[src/rtl/mem_stage_pkg.sv]
// mem_stage_pkg: shared types for the memory stage: execute bundle, memory op kinds, stage states.
package mem_stage_pkg;

    localparam logic [31:0] FRAMEBUFFER = 32'h0100_0000;
    localparam logic [31:0] FB_SIZE     = 32'h0004_0000;

    typedef enum logic [3:0] {
        MemNone, LoadByte, LoadHalf, LoadWord, ULoadByte, ULoadHalf,
        StoreByte, StoreHalf, StoreWord
    } MemType;

    typedef enum logic [1:0] {Idle, Req, Resp} MemState;

    // wdata is 33 bits: bit 32 marks results that did not come from a load
    typedef struct packed {
        logic [31:0] pc;
        logic [4:0]  rd;
        logic [31:0] reg2;
        logic [32:0] wdata;
        MemType      memtype;
        logic        memr;
        logic        memw;
        logic        wback;
        logic [3:0]  aluop;
    } Signals;

    function automatic logic [2:0] sizeof_memtype(MemType mt);
        return (mt == LoadWord || mt == StoreWord) ? 3'd4 :
               (mt == LoadHalf || mt == ULoadHalf || mt == StoreHalf) ? 3'd2 : 3'd1;
    endfunction

endpackage

[src/rtl/mem_stage_align.sv]
// mem_align: byte-lane steering for stores and extraction/extension for loads.
module mem_align
    import mem_stage_pkg::*;
(
    input  MemType      i_mt,
    input  logic [1:0]  i_off,
    input  logic [31:0] i_reg2,
    input  logic [31:0] i_rdata,
    output logic [3:0]  o_wstrb,
    output logic [31:0] o_wdata,
    output logic [31:0] o_load,
    output logic        o_misalign
);
    logic [2:0]  w_size;
    logic [31:0] w_sh;

    assign w_size     = sizeof_memtype(i_mt);
    assign w_sh       = i_rdata >> {i_off, 3'b000};
    assign o_misalign = (w_size == 3'd2 && i_off[0]) || (w_size == 3'd4 && i_off != 2'd0);
    assign o_load     = i_mt == LoadByte  ? {{24{w_sh[7]}}, w_sh[7:0]} :
                        i_mt == LoadHalf  ? {{16{w_sh[15]}}, w_sh[15:0]} :
                        i_mt == ULoadByte ? {24'b0, w_sh[7:0]} :
                        i_mt == ULoadHalf ? {16'b0, w_sh[15:0]} : i_rdata;
    assign o_wstrb    = i_mt == StoreByte ? 4'b0001 << i_off :
                        i_mt == StoreHalf ? 4'b0011 << i_off :
                        i_mt == StoreWord ? 4'hF : 4'h0;
    assign o_wdata    = i_mt == StoreByte ? {4{i_reg2[7:0]}} :
                        i_mt == StoreHalf ? {2{i_reg2[15:0]}} : i_reg2;
endmodule

[src/rtl/mem_stage.sv]
// mem_stage: runs one bus transaction per load/store and passes other ops through to writeback.
module mem_stage
    import mem_stage_pkg::*;
#(
    parameter logic [31:0] FB_BASE = FRAMEBUFFER,
    parameter logic [31:0] FB_SZ   = FB_SIZE
) (
    input  logic        clk,
    input  logic        rst,
    input  logic        in_valid,
    output logic        in_ready,
    input  Signals      sig_in,
    output logic        out_valid,
    input  logic        out_ready,
    output Signals      sig_out,
    output logic        mem_req,
    output logic        mem_we,
    output logic [31:0] mem_addr,
    output logic [3:0]  mem_wstrb,
    output logic [31:0] mem_wdata,
    output logic        mem_fb,
    input  logic        mem_ack,
    input  logic [31:0] mem_rdata,
    output logic        misalign
);
    MemState     r_state;
    Signals      r_sig;
    MemType      w_mt;
    logic [1:0]  w_off;
    logic [3:0]  w_wstrb;
    logic [31:0] w_wdata, w_load;
    logic        w_acc, w_memop, w_mis_raw, w_mis, w_fb;

    assign in_ready = r_state == Idle && (!out_valid || out_ready);
    assign w_acc    = in_valid && in_ready;
    assign w_memop  = sig_in.memr || sig_in.memw;
    assign w_mis    = w_memop && w_mis_raw;
    assign w_fb     = (sig_in.wdata[31:0] & ~(FB_SZ - 32'd1)) == FB_BASE;
    // lanes come from the incoming bundle when idle, from the latched one while waiting on the bus
    assign w_mt     = r_state == Idle ? sig_in.memtype : r_sig.memtype;
    assign w_off    = r_state == Idle ? sig_in.wdata[1:0] : r_sig.wdata[1:0];
    assign sig_out  = r_sig;

    mem_align u_align (
        .i_mt      (w_mt),
        .i_off     (w_off),
        .i_reg2    (sig_in.reg2),
        .i_rdata   (mem_rdata),
        .o_wstrb   (w_wstrb),
        .o_wdata   (w_wdata),
        .o_load    (w_load),
        .o_misalign(w_mis_raw)
    );

    always_ff @(posedge clk or posedge rst) begin
        if (rst) begin
            r_state   <= Idle;
            r_sig     <= '0;
            out_valid <= 1'b0;
            mem_req   <= 1'b0;
            mem_we    <= 1'b0;
            mem_addr  <= 32'h0;
            mem_wstrb <= 4'h0;
            mem_wdata <= 32'h0;
            mem_fb    <= 1'b0;
            misalign  <= 1'b0;
        end else begin
            misalign <= 1'b0;
            if (r_state == Idle) begin
                if (w_acc && w_memop && !w_mis) begin
                    r_sig     <= sig_in;
                    out_valid <= 1'b0;
                    mem_req   <= 1'b1;
                    mem_we    <= sig_in.memw;
                    mem_addr  <= {sig_in.wdata[31:2], 2'b00};
                    mem_wstrb <= sig_in.memw ? w_wstrb : 4'h0;
                    mem_wdata <= w_wdata;
                    mem_fb    <= w_fb;
                    r_state   <= Req;
                end else if (w_acc) begin
                    r_sig       <= sig_in;
                    r_sig.wback <= sig_in.wback && !w_mis;
                    out_valid   <= 1'b1;
                    misalign    <= w_mis;
                end else if (out_ready) begin
                    out_valid <= 1'b0;
                end
            end else if (r_state == Req) begin
                if (mem_ack) begin
                    mem_req   <= 1'b0;
                    out_valid <= 1'b1;
                    r_state   <= Resp;
                    if (!r_sig.memw)
                        r_sig.wdata <= {1'b0, w_load};
                end
            end else if (out_ready) begin
                out_valid <= 1'b0;
                r_state   <= Idle;
            end
        end
    end

`ifndef SYNTHESIS
    always @(posedge clk)
        if (!rst && w_acc) assert (!(sig_in.memr && sig_in.memw));
`endif
endmodule

[config.mk]
export PLATFORM = sky130hd
export DESIGN_NAME = mem_stage
export DESIGN_NICKNAME = d
export VERILOG_FILES = /design/src/rtl/mem_stage_pkg.sv /design/src/rtl/mem_stage_align.sv /design/src/rtl/mem_stage.sv
export SDC_FILE = /design/constraint.sdc
export NUM_CORES = 1
export LEC_CHECK = 0
export BUFFER_PORTS_ARGS = -buffer_cell sky130_fd_sc_hd__buf_2
export CELL_PAD_IN_SITES_DETAIL_PLACEMENT = 2
export CELL_PAD_IN_SITES_GLOBAL_PLACEMENT = 2
export CORE_ASPECT_RATIO = 0.7
export CORE_MARGIN = 8
export CORE_UTILIZATION = 28
export CTS_CLUSTER_DIAMETER = 120
export DETAILED_ROUTE_END_ITERATION = 10
export PLACE_DENSITY = 0.89
export SLEW_MARGIN = 20
export SYNTH_ARGS = -nofsm -noshare
export SYNTH_HDL_FRONTEND = slang
export SYNTH_SLANG_ARGS = --single-unit
[constraint.sdc]
create_clock -name clk -period 7.8 [get_ports clk]
set_clock_uncertainty 0.15 [all_clocks]
set_input_delay 0.78 -clock clk [delete_from_list [all_inputs] [get_ports clk]]
set_output_delay 0.78 -clock clk [all_outputs]
set_load 0.03 [all_outputs]
# Yosys cells after proc, flatten, opt, wreduce, memory -nomap -nowiden
# Cells that the tools add are included.
[totals]
regBits = 186
latch_bits = 0
ramBits = 0
rom_bits = 0
in_bits = 150
output_inout_bits = 187
elab_cells = 102
n_memories = 0
[op_classes]
add_sub_neg = 0
multipliers = 0
div = 0
n_lt_le_gt_ge = 0
n_eq_ne = 16
shift = 3
muxes = 38
n_bitwise = 0
reduce_logical = 27
[op_table]
columns = ["op", "n"]
rows = [
  ["2-to-1 mux 113 bit", 2],
  ["2-to-1 mux 32 bit", 6],
  ["2-to-1 mux 33 bit", 4],
  ["right shift 32 x 5 -> 16 bit", 1],
  ["2-to-1 mux 4 bit", 5],
  ["== test 4 x 3 -> 1 bit, second input constant", 4],
  ["== test 14 x 7 -> 1 bit, second input constant", 1],
  ["2-to-1 mux 2 bit", 7],
  ["2-to-1 mux 1 bit", 13],
  ["== test 4 x 2 -> 1 bit, second input constant", 2],
  ["logical AND 1 bit", 8],
  ["nonzero test 2 bit", 4],
  ["logical OR 1 bit", 6],
  ["AND reduction 3 bit", 2],
  ["== test 4 x 1 -> 1 bit, second input constant", 1],
  ["== test 4 bit, second input constant", 1],
  ["!= test 2 x 1 -> 1 bit, second input constant", 2],
  ["AND reduction 2 bit", 2],
  ["AND reduction 4 bit", 1],
  ["<< shifter 1 x 2 -> 4 bit, first input constant", 1],
  ["<< shifter 2 x 2 -> 4 bit, first input constant", 1],
  ["== test 3 x 2 -> 1 bit, second input constant", 1],
  ["== test 3 bit, second input constant", 1],
  ["2-to-1 mux 3 bit", 1],
  ["6 further kinds", 7],
]

# Depth between registers and ports, before layout
# Gate-level depths: netlist of run 1.
[logic_depth]
ltp_word = 16
depth_mapped = 12
mapped_depth_nobuf = 7

# Cells and area by module
# Synthesis of run 1 repeated with hierarchy kept, for this count alone.
[unflattened]
hier_cells = 674
hier_area_um2 = 8964.8
[modules_own_cells]
columns = ["mod", "instances", "cells_per_inst", "area_each_um2", "seq_area_each_um2"]
rows = [
  ["mem_stage", 1, 472, 7516.0, 4654.5],
  ["mem_align", 1, 202, 1448.9, 0.0],
]

# Least setup slack after synthesis of run 1
# OpenSTA, ideal clock, no wires.
[synth_path]
path_type = "in2reg"
from = "in sig_in[12] in the netlist's numbering"
to = "reg mem_wdata[24]"
setup_time_ns = 0.130
arrival_time_ns = 2.806
required_ns = 7.520
path_slack_ns = 4.714
stages = 11
cell_sequence = "or3b_4 -> and2_4 -> buf_2 -> buf_2 -> ha_1 -> nor4_2 -> a2111oi_4 -> buf_4 -> buf_4 -> o211ai_1 -> o21ai_1"
[synth_via]
elab_chain_len = 8
[synth_rtl]
columns = ["item", "line_no", "text"]
rows = [
  ["start: declaration", "mem_stage.sv:12", "input Signals sig_in,"],
  ["2-to-1 mux 2 bit", "mem_stage.sv:41", "assign w_off = r_state == Idle ? sig_in.wdata[1:0] : r_sig.wdata[1:0];"],
  ["nonzero test 2 bit", "mem_stage_align.sv:19", "assign o_misalign = (w_size == 3'd2 && i_off[0]) || (w_size == 3'd4 && i_off != 2'd0);"],
  ["logical AND 1 bit", "mem_stage_align.sv:19", ""],
  ["logical OR 1 bit", "mem_stage_align.sv:19", ""],
  ["logical AND 1 bit", "mem_stage.sv:37", "assign w_mis = w_memop && w_mis_raw;"],
  ["zero test 1 bit", "mem_stage.sv:70", "if (w_acc && w_memop && !w_mis) begin"],
  ["logical AND 1 bit", "mem_stage.sv:70", ""],
  ["AND reduction 2 bit (no line)", "--", ""],
  ["end signal: assignment", "mem_stage.sv:77", "mem_wdata <= w_wdata;"],
  ["end: declaration", "mem_stage.sv:20", "output logic [31:0] mem_wdata,"],
]
# Every way passes these cells.
# A chain may end at the register's enable or synchronous reset.

# Worst setup path after layout of run 1
[layout_path]
from = "reg r_state[0]"
to = "reg mem_wdata[1]"
[layout_via]
elab_chain_len = 14
word_cells_on_any_way = 28
classes_between = "eq/ne: 8; mux: 5; reduce/logical: 15"
[layout_rtl]
columns = ["item", "line_no", "text"]
rows = [
  ["start: declaration", "mem_stage.sv:26", "MemState r_state;"],
  ["start signal: assignment", "mem_stage.sv:57", "r_state <= Idle;"],
  ["start signal: assignment", "mem_stage.sv:79", "r_state <= Req;"],
  ["start signal: assignment", "mem_stage.sv:92", "r_state <= Resp;"],
  ["zero test 2 bit (*)", "--", ""],
  ["2-to-1 mux 4 bit", "mem_stage.sv:40", "assign w_mt = r_state == Idle ? sig_in.memtype : r_sig.memtype;"],
  ["== test 4 x 2 -> 1 bit / == test 4 x 3 -> 1 bit (equally long branches)", "mem_stage_pkg.sv:29", "(mt == LoadHalf || mt == ULoadHalf || mt == StoreHalf) ? 3'd2 : 3'd1;"],
  ["logical OR 1 bit (2 in series)", "mem_stage_pkg.sv:29", ""],
  ["2-to-1 mux 2 bit", "mem_stage_pkg.sv:29", ""],
  ["2-to-1 mux 3 bit", "mem_stage_pkg.sv:28", "return (mt == LoadWord || mt == StoreWord) ? 3'd4 :"],
  ["== test 3 x 2 -> 1 bit / == test 3 bit (equally long branches)", "mem_stage_align.sv:19", ""],
  ["logical AND 1 bit", "mem_stage_align.sv:19", ""],
  ["logical OR 1 bit", "mem_stage_align.sv:19", ""],
  ["logical AND 1 bit", "mem_stage.sv:37", ""],
  ["zero test 1 bit", "mem_stage.sv:70", ""],
  ["logical AND 1 bit", "mem_stage.sv:70", ""],
  ["AND reduction 2 bit (no line)", "--", ""],
]
# Mark *: on every way between the ends. The rest lies on a longest branch, timed or not.

==> results of run 1 <==
[placed cells by master, fill, tap and decap left out, types with 3 or more instances in the layout]
cell type / synthesis / routed
a221oi_1: 7 / 7
o211ai_1: 10 / 10
inv_8: 0 / 4
inv_1: 41 / 40
nand2b_1: 5 / 5
inv_6: 0 / 4
buf_2: 14 / 334
or2_2: 3 / 3
a22o_1: 5 / 5
o211a_1: 7 / 7
mux2_2: 23 / 23
nand2_1: 296 / 296
o21ai_0: 29 / 29
nand3_1: 44 / 44
clkbuf_16: 0 / 17
a221oi_2: 11 / 10
a31oi_1: 10 / 10
o22ai_1: 3 / 3
nor2_2: 3 / 3
dfrtp_1: 186 / 186
a211o_1: 6 / 6
nor2_1: 85 / 85
a41oi_1: 4 / 4
o2bb2ai_1: 7 / 7
diode_2: 0 / 6
a21oi_1: 28 / 28
mux2i_1: 18 / 18
a21oi_2: 3 / 3
a21o_1: 3 / 3
ha_1: 4 / 4
nor3_1: 6 / 6
buf_4: 10 / 9
o21ai_1: 26 / 26
[flip-flops by register name, summed over array words and instances, names as in the netlist, 2 cells and up]
name / count
sig_out: 113
mem_wdata: 32
mem_addr: 30
mem_wstrb: 4
r_state: 2
[how the worst max path moves through the flow]
stage	to	slack (ns)	depth (start not counted)
2_1_floorplan	mem_addr[10]	1.81	1
4_1_cts	mem_wdata[1]	3.11	7
3_5_place_dp	mem_addr[31]	3.15	7
5_1_grt	mem_wdata[1]	2.88	7
3_3_place_gp	mem_wdata[3]	3.36	7
6_report	mem_wdata[1]	3.15	7
[per-stage QoR]
| step | cell area [sq um] | cells | hold slack, ns | total power, mW |
|---|---|---|---|---|
| after floorplan | 8970 | 987 | 0.499 | 3.83 |
| after global placement | 11000 | 1687 | 0.302 | 4.76 |
| after detailed placement | 11000 | 1687 | 0.311 | 4.92 |
| after CTS | 11600 | 1719 | 0.331 | 5.87 |
| after global routing | 11600 | 1725 | 0.348 | 6.15 |
| final | 11600 | 1725 | 0.322 | 5.81 |
[cell type report]
cell class,count,share of cell area [%]
Clock buffer,18,3.80
Sequential cell,186,40.2
Timing Repair Buffer,343,15.0
Multi-Input combinational cell,696,33.5
Antenna cell,6,0.130
Tap cell,420,4.54
Inverter,42,1.43
Clock inverter,14,1.32
[kinds of logic (layout without fill, tap and decap cells)]
| kind of cell | after synthesis | after routing |
|---|---|---|
| fa+ha+maj | 4 | 4 |
| other cells | 1 | 8 |
| mux | 43 | 43 |
| buf+inv | 105 | 417 |
| flops | 186 | 186 |
| simple gates | 467 | 467 |
| compound gates | 180 | 180 |
[power groups by stage]
stage / clock, mW / sequential, mW / combinational [mW]
global route: 0.975 / 1.79 / 3.39
floorplan: 0 / 2.56 / 1.27
detailed placement: 0 / 1.75 / 3.17
global placement: 0 / 1.71 / 3.05
finish: 0.916 / 1.73 / 3.16
CTS: 0.939 / 1.74 / 3.19
[metal layers]
layer	vias to the layer above	wire, um
li1	3928	-
met1	4508	17200
met2	312	19200
met3	70	2210
met4	0	1480
met5	-	0
[tightest hold or removal path, delay by kind of cell (launching register included)]
kind             cells  cell delay (ns)
AND/OR/NAND/NOR      2             0.10
flip-flops           1             0.34
==> metrics.csv, run 1 <==
stage,metric,value,unit
outcome,status,"complete, no violations",
cts,clockRootBuffer,clkbuf_16,
critical_path,crit_type,reg -> reg,
critical_path,r2r_slack,3.15,ns
synth,synth_cell_types,74,
global_route,grt_pass1_vias,9711,
timing,rsz0062_at_grt,false,
finish,fill_cells,3585,
cts,cts_resized,0,
timing,fmax,215,MHz
floorplan,pin_count,337,
cts,postCtsSetupBuffers,0,
timing,finalSetupViolCount,0,
route,firstDrtPassIters,5,
synth,ys.flop_type,dfrtp_1,
route,ant_nets,0,
timing,worst_slack,3.15,ns
critical_path,r2r-start,r_state[0],
global_route,grt_usage,20.3,%
power,clkPwrFrac,15.8,%
cts,cts_tree,built,
cts,ctsHtreeMaxLevel,4,
timing,worst_pin_slew,0.963,ns
global_route,grt_pass1_wl,60300,um
power,intPower,2.76,mW
route,via_per_inst,5.11,
finish,seqCellArea,4650,sq um
route,post-route-drc-count,0,
synth,ys_seq_area_share,51.9,%
synth,muxShareOfSynthArea,5.30,%
critical_path,end_kind,flop,
synth,yosys.area_share.simple,21.9,%
timing,fin_crit_sh,59.7,%
global_route,busiest_layer,met2,
route,vias,8818,
floorplan,die_w,230,um
synth,synthTopCellsByArea,"dfrtp_1 52%, nand2_1 12%, nor2_1 3.6%",
critical_path,cp_slowest_stage_delay,0.87,ns
critical_path,r2r-end,mem_wdata[1],
floorplan,dieArea,38100,sq um
finish,fin_util,36.9,%
critical_path,critPathTopFamily,multiplexers,
cts,clk_path_buf_depth,2,
global_route,grt_max_degree,119,
place,finalWeightedCongestion,0.821,
power,total_switching_power,3.05,mW
floorplan,initial_core_util,28.6,%
critical_path,worstRegToRegCells,7,
critical_path,cpMostUsedCell,buf_4,
finish,layout.nets,1440,
place,hpwl,29600,um
hold_path,hold_depth,2,
hold_path,min_to,sig_out[103],
critical_path,cp_slowest_cell,mux2i_2,
power,power_density,502,nW/um^2
floorplan,rows,54,
critical_path,path_cells,"nor2_4, buf_4, mux2i_2, o22ai_2, a2111oi_4, buf_4, mux2_2",
route,totalWireLength,40000,um
critical_path,cp_num_buf_inv,2,
finish,drive_gt1_share,34.1,%
critical_path,cp_data_required_time,7.98,ns
floorplan,die_y,166,um
power,leakage,5.78,nW
route,wl_per_cell,23.2,um
place,portBuffers,334,
critical_path,crit_start,r_state[0],
synth,synth-compound-area-share,15.1,%
power,p_sw_share,52.5,%
flow_run,drv_cap,0,
global_route,grt_util_met3,4.35,%
route,drt_iter0_drc,573,
global_route,antenna_found_initial,6,
synth,synth.most_common_cell,nand2_1,
synth,synth_xor_area_share,0,%
timing,setup_tns,0,ns
hold_path,hp-class,reg -> reg,
global_route,grt_use_met1,25.6,%
power,sequentialPowerShare,29.8,%
cts,cts_made_buffers,17,
synth,ys_seq_elements,186,
hold_path,hp-start,sig_out[103],
finish,multi_input_area,3870,sq um
global_route,gr-total-overflow,0,
timing,hold_violations,0,
synth,yosys_warnings,0,
synth,synthCells,986,
synth,synth_top_family_by_area,simple AND/OR/NAND/NOR gates,
synth,syn_area,8970,sq um
floorplan,coreArea,31400,sq um
synth,synth_edf_count,0,
power,ir_worst_vdd,0.178,mV
critical_path,start_kind,flop,
timing,fin_crit,4.65,ns
synth,synth_common_cells,"296 x nand2_1, 186 x dfrtp_1, 85 x nor2_1",
place,place_ws,3.15,ns
cts,clk_latency,0.45,ns
cts,ctsHoldBuffers,0,
synth,synth_area_leader_cell,dfrtp_1,
timing,slew_violations,0,
timing,slew_headroom,34.5,%
synth,yosysTopAreaCellShare,51.9,%
finish,syn_to_final_growth,28.9,%
power,power_frac_comb,54.4,%
global_route,grt_use_met2,33.1,%
synth,syn_avg_cell_area,9.10,sq um
cts,clk_pin_slew,0.08,ns
critical_path,crit_fanout,83,
synth,synth_fa_ha_area_share,0.558,%
cts,clock_sinks,186,
critical_path,crit_arrival,4.83,ns
synth,async_flop_share,100,%
(Power assumes the default switching activity.)
==> run 2: changes to the inputs <==
--- a/config.mk
+++ b/config.mk
@@ -5,15 +5,16 @@
 export SDC_FILE = /design/constraint.sdc
 export NUM_CORES = 1
 export LEC_CHECK = 0
+export ABC_AREA = 1
 export BUFFER_PORTS_ARGS = -buffer_cell sky130_fd_sc_hd__buf_2
 export CELL_PAD_IN_SITES_DETAIL_PLACEMENT = 2
 export CELL_PAD_IN_SITES_GLOBAL_PLACEMENT = 2
 export CORE_ASPECT_RATIO = 0.7
 export CORE_MARGIN = 8
-export CORE_UTILIZATION = 28
+export CORE_UTILIZATION = 27
 export CTS_CLUSTER_DIAMETER = 120
 export DETAILED_ROUTE_END_ITERATION = 10
-export PLACE_DENSITY = 0.89
+export PLACE_DENSITY = 0.91
 export SLEW_MARGIN = 20
 export SYNTH_ARGS = -nofsm -noshare
 export SYNTH_HDL_FRONTEND = slang
==> constraint.sdc (replaced) <==
create_clock -name clk -period 4.5 [get_ports clk]
set_clock_uncertainty 0.15 [all_clocks]
set_input_delay 0.45 -clock clk [delete_from_list [all_inputs] [get_ports clk]]
set_output_delay 0.45 -clock clk [all_outputs]
set_load 0.03 [all_outputs]
==> metrics.csv, run 2 <==
stage,metric,value,unit
synth,ys.flop_type,dfrtp_1,
finish,seqCellArea,4650,sq um
outcome,status,finished with violations,
finish,syn_to_final_growth,29.9,%
timing,fin_crit_sh,78.5,%
floorplan,initial_core_util,27.4,%
critical_path,r2r-start,r_state[0],
finish,drive_gt1_share,27.7,%
timing,fmax,283,MHz
critical_path,crit_arrival,3.75,ns
route,wl_met1,17300,um
cts,clockRootBuffer,clkbuf_16,
timing,slew_headroom,29.0,%
route,drt_iter0_drc,416,
global_route,grt_pass1_vias,10244,
critical_path,end_kind,flop,
critical_path,cp_slowest_stage_delay,0.80,ns
finish,largest_reg_flops,113,
synth,syn_area,8830,sq um
critical_path,crit_type,reg -> reg,
finish,stdcell_count,1886,
critical_path,path_cells,"inv_1, nand2_2, nand2_1, nand2_1, nand2_1, inv_1, nand3_1, nand2_1, nand2_1, nand3_4, buf_4, nand2_1, o21ai_1",
flow_run,drv_cap,0,
route,vias,9046,
synth,synth.most_common_cell,nand2_1,
cts,cts_tree,built,
global_route,gr-total-overflow,0,
finish,layout_common_cells,"465 x nand2_1, 334 x buf_2, 186 x dfrtp_1, 92 x o21ai_0, 87 x inv_1",
synth,syn_avg_cell_area,7.75,sq um
route,via_per_inst,4.80,
global_route,grt_max_degree,101,
place,portBuffers,334,
critical_path,cp_slowest_cell,buf_4,
cts,clk_pin_slew,0.08,ns
synth,yosysTopAreaCellShare,52.7,%
cts,cts_made_buffers,17,
critical_path,cp_data_required_time,4.72,ns
power,ir_worst_vdd,0.380,mV
timing,worst_pin_slew,1.06,ns
route,ant_nets,0,
route,wl_per_cell,20.7,um
global_route,antenna_found_initial,6,
timing,setup_tns,0,ns
global_route,grt_usage,20.0,%
cts,postCtsSetupBuffers,0,
finish,final_common_cell,nand2_1,
finish,fill_cells,3780,
timing,hold_violations,10,
route,firstDrtPassIters,4,
synth,synth_cell_types,29,
critical_path,crit_fanout,90,
floorplan,pin_count,337,
finish,fin_util,35.5,%
place,hpwl,29500,um
critical_path,cpMostUsedCell,nand2_1,
critical_path,start_kind,flop,
route,dr_wl_met3,2330,um
power,leakage,6.35,nW
timing,finalSetupViolCount,0,
critical_path,crit_start,r_state[0],
cts,clock_sinks,186,
cts,ctsHoldBuffers,0,
cts,ctsHtreeMaxLevel,4,
route,wl_met2,18800,um
global_route,grt_pass1_wl,60900,um
critical_path,r2r_slack,0.97,ns
place,dp_cells,1852,
timing,holdWs,-0.0121,ns
floorplan,die_y,167,um
route,post-route-drc-count,0,
timing,fin_crit,3.53,ns
outcome,violations,hold timing,
power,power_density,935,nW/um^2
floorplan,coreArea,32300,sq um
synth,synthCells,1139,
timing,slew_violations,0,
cts,clk_path_buf_depth,2,
synth,async_flop_share,100,%
synth,yosys_warnings,0,
synth,ys_seq_area_share,52.7,%
critical_path,critPathTopFamily,simple AND/OR/NAND/NOR gates,
synth,synth_area_leader_cell,dfrtp_1,
floorplan,die_w,232,um
synth,synth_common_cells,"466 x nand2_1, 186 x dfrtp_1, 92 x o21ai_0",
place,finalWeightedCongestion,0.830,
finish,multi_input_area,3510,sq um
floorplan,dieArea,38800,sq um
synth,synthTopCellsByArea,"dfrtp_1 53%, nand2_1 20%, o21ai_0 5.2%",
hold_path,hp-class,in -> async,
route,totalWireLength,39100,um
finish,layout.nets,1598,
synth,synth_edf_count,0,
critical_path,cp_num_buf_inv,3,
cts,clk_latency,0.45,ns
synth,ys_seq_elements,186,
route,highest_layer,met5,
timing,rsz0062_at_grt,false,
floorplan,rows,55,
cts,cts_resized,0,
==> run 2: where the power goes <==
| group | switching, mW | total [mW] | leakage [nW] | internal, mW |
|---|---|---|---|---|
| Clock | 0.749 | 1.69 | 0.308 | 0.944 |
| Combinational | 4.50 | 6.05 | 3.76 | 1.54 |
| Sequential | 0.504 | 2.99 | 2.29 | 2.48 |
| Total | 5.76 | 10.7 | 6.35 | 4.97 |
==> run 2: cell type report <==
cell class,instances,area share [%]
Multi-Input combinational cell,802,30.6
Tap cell,427,4.66
Sequential cell,186,40.6
Clock buffer,17,3.71
Clock inverter,15,1.84
Antenna cell,2,0.0436
Inverter,92,3.07
Timing Repair Buffer,345,15.5
==> run 2: final timing paths <==
check	to	cells past startpoint
min in group clk	sig_out[89]	3
hold / removal	sig_out[73]	3
setup / recovery	mem_wdata[6]	13
setup reg to reg	mem_wdata[6]	13
max in group asynchronous	sig_out[28]	3
hold reg to reg	mem_addr[19]	2
==> run 2: stage by stage <==
stage / power, mW / instance area [sq um] / setup WS [ns]
finish: 10.7 / 11500 / 0.966
global route: 11.5 / 11500 / 0.594
CTS: 10.9 / 11500 / 0.961
detailed placement: 9.11 / 10800 / 0.985
global placement: 8.78 / 10800 / 1.16
floorplan: 7.04 / 8840 / 1.51
==> run 2: per-layer routing <==
layer | vias up | GRT usage (%)
met3 | 42 | 5.94
met1 | 4575 | 25.4
li1 | 4201 | -
met4 | 8 | 4.67
met2 | 220 | 33.1
met5 | - | 0
==> run 2: cell families (layout without fill, tap and decap cells) <==
| group | after synthesis | count (layout) | synth area share, % |
|---|---|---|---|
| and+or+nand+nor | 581 | 581 | 26.0 |
| buffers and inverters | 152 | 469 | 7.78 |
| other | 1 | 4 | 0.0425 |
| adders and majority gates | 4 | 4 | 0.567 |
| DFF | 186 | 186 | 52.7 |
| AOI/OAI and AO/OA | 215 | 215 | 12.9 |
==> run 2: worst reg2reg max path, delay by kind of cell (launching register included) <==
family | cells | cell delay [ns]
AO/OA/AOI/OAI | 1 | 0.12
buffers and inverters | 3 | 1.04
flip-flops | 1 | 0.50
AND/OR/NAND/NOR | 9 | 1.65
==> run 3: changes to the inputs <==
--- a/config.mk
+++ b/config.mk
@@ -5,16 +5,16 @@
 export SDC_FILE = /design/constraint.sdc
 export NUM_CORES = 1
 export LEC_CHECK = 0
-export ABC_AREA = 1
+export ABC_AREA = 0
 export BUFFER_PORTS_ARGS = -buffer_cell sky130_fd_sc_hd__buf_2
 export CELL_PAD_IN_SITES_DETAIL_PLACEMENT = 2
 export CELL_PAD_IN_SITES_GLOBAL_PLACEMENT = 2
 export CORE_ASPECT_RATIO = 0.7
 export CORE_MARGIN = 8
-export CORE_UTILIZATION = 27
+export CORE_UTILIZATION = 26
 export CTS_CLUSTER_DIAMETER = 120
 export DETAILED_ROUTE_END_ITERATION = 10
-export PLACE_DENSITY = 0.91
+export PLACE_DENSITY = 0.87
 export SLEW_MARGIN = 20
 export SYNTH_ARGS = -nofsm -noshare
 export SYNTH_HDL_FRONTEND = slang
==> constraint.sdc (replaced) <==
create_clock -name clk -period 3 [get_ports clk]
set_clock_uncertainty 0.15 [all_clocks]
set_input_delay 0.3 -clock clk [delete_from_list [all_inputs] [get_ports clk]]
set_output_delay 0.3 -clock clk [all_outputs]
set_load 0.03 [all_outputs]
==> metrics.csv, run 3 (synthesis results as in run 1) <==
stage,metric,value,unit
finish,fin_util,38.4,%
timing,holdWs,0.0241,ns
finish,stdcell_count,1923,
global_route,antenna_found_initial,1,
timing,fmax,340,MHz
flow_run,drv_cap,0,
cts,cts_tree,built,
cts,cts_made_buffers,17,
floorplan,coreArea,34400,sq um
critical_path,start_kind,flop,
finish,drive_gt1_share,32.3,%
finish,syn_to_final_growth,47.1,%
cts,clk_latency,0.44,ns
route,vias,9604,
critical_path,r2r_slack,0.06,ns
place,dp_cells,1761,
global_route,grt_max_degree,74,
cts,ctsHtreeMaxLevel,4,
route,ant_nets,0,
hold_path,hold_depth,3,
route,via_per_inst,4.99,
critical_path,crit_type,reg -> reg,
finish,fill_cells,3780,
critical_path,r2r-end,sig_out[12],
cts,clk_path_buf_depth,2,
hold_path,hp-class,in -> reg,
cts,clock_sinks,186,
outcome,status,"complete, no violations",
floorplan,pin_count,337,
timing,slew_violations,0,
timing,setup_tns,0,ns
global_route,grt_pass1_vias,10939,
floorplan,rows,57,
cts,clockRootBuffer,clkbuf_16,
finish,layout.nets,1590,
cts,clk_pin_slew,0.08,ns
route,firstDrtPassIters,5,
route,post-route-drc-count,0,
place,finalWeightedCongestion,0.842,
floorplan,initial_core_util,26.1,%
timing,fin_crit_sh,98.0,%
floorplan,dieArea,40800,sq um
floorplan,die_y,171,um
finish,largest_reg_flops,113,
route,wl_per_cell,24.7,um
finish,final_common_cell,buf_2,
floorplan,die_w,238,um
timing,worst_pin_slew,0.798,ns
hold_path,hp-start,sig_in[40],
critical_path,r2r-start,r_state[0],
global_route,grt_pass1_wl,71400,um
critical_path,worstRegToRegCells,7,
global_route,gr-total-overflow,0,
finish,layout_common_cells,"334 x buf_2, 296 x nand2_1, 186 x dfrtp_1, 127 x dlygate4sd3_1, 83 x nor2_1",
critical_path,end_kind,flop,
global_route,grt_usage,22.9,%
place,hpwl,31000,um
critical_path,crit_fanout,24,
timing,hold_violations,0,
critical_path,crit_arrival,3.08,ns
place,portBuffers,334,
timing,fin_crit,2.94,ns
hold_path,min_to,mem_addr[29],
timing,finalSetupViolCount,0,
power,power.total,16.0,mW
power,power_density,1210,nW/um^2
route,totalWireLength,47500,um
timing,rsz0062_at_grt,false,
power,leakage,6.46,nW
power,ir_worst_vdd,0.488,mV
timing,slew_headroom,46.5,%
critical_path,cp_data_required_time,3.14,ns
route,drt_iter0_drc,553,
-- run 3: cell count changes in the layout (fill, tap and decap cells not counted), moves of 22 or more --
| cell | before | now |
|---|---|---|
| dlygate4sd3_1 | 0 | 127 |
| nand2_1 | 465 | 296 |
| o21ai_0 | 92 | 28 |
| mux2_2 | 0 | 22 |
| inv_1 | 87 | 40 |
| a21oi_1 | 73 | 28 |
-- run 3: worst max path at each step --
stage	end	slack, ns	cells past startpoint	startpoint
after CTS	mem_wdata[1]	0.05	7	r_state[1]
after global routing	mem_wstrb[3]	0.002	8	r_state[1]
after global placement	mem_wdata[2]	0.23	7	r_state[1]
after floorplan	mem_wdata[24]	0.1	12	r_state[0]
after detailed placement	mem_wdata[7]	0.09	7	r_state[1]
final	sig_out[12]	0.06	7	r_state[0]
-- run 3: final cells by class --
| class | count | area (sq um) | share of cell area [%] |
|---|---|---|---|
| Timing Repair Buffer | 493 | 3270 | 24.8 |
| Antenna cell | 2 | 5.00 | 0.0379 |
| Multi-Input combinational cell | 696 | 3890 | 29.5 |
| Inverter | 42 | 161 | 1.22 |
| Sequential cell | 186 | 4650 | 35.3 |
| Clock buffer | 18 | 439 | 3.33 |
| Tap cell | 472 | 591 | 4.48 |
| Clock inverter | 14 | 180 | 1.37 |
-- run 3: metal layers --
metal | track usage (%) | part of all wire, %
met3 | 4.95 | 5.4
met2 | 40.4 | 50
met4 | 10.4 | 4.4
met1 | 26.7 | 40
met5 | 0 | 0
-- run 3: what timing repair did --
action | CTS | global route
buffers inserted | 0 | 1
pin swaps | 0 | 1
gates resized for setup | 1 | 4
hold endpoints to repair | 147 | 0
hold buffers | 127 | 0
endpoints found under the setup margin | 1 | 33
-- run 3: report_power, final --
group | internal [mW] | switching, mW
registers | 3.69 | 0.881
logic | 2.59 | 6.36
clock network | 1.29 | 1.19
-- run 3: worst max-delay path: stages (launching register included) --
cell and delay, ns:
dfrtp_1 0.48, buf_4 0.20, or4b_1 0.61, o21a_1 0.24, nor2_2 0.31, nor2_4 0.21
o21ai_0 0.37, o221ai_1 0.21
-- run 3: metrics by stage --
stage	setup WS (ns)	cell area, sq um
after floorplan	0.0958	8980
after global placement	0.230	11300
after detailed placement	0.0859	11300
after CTS	0.0509	13200
after global routing	0.00205	13200
final	0.0614	13200
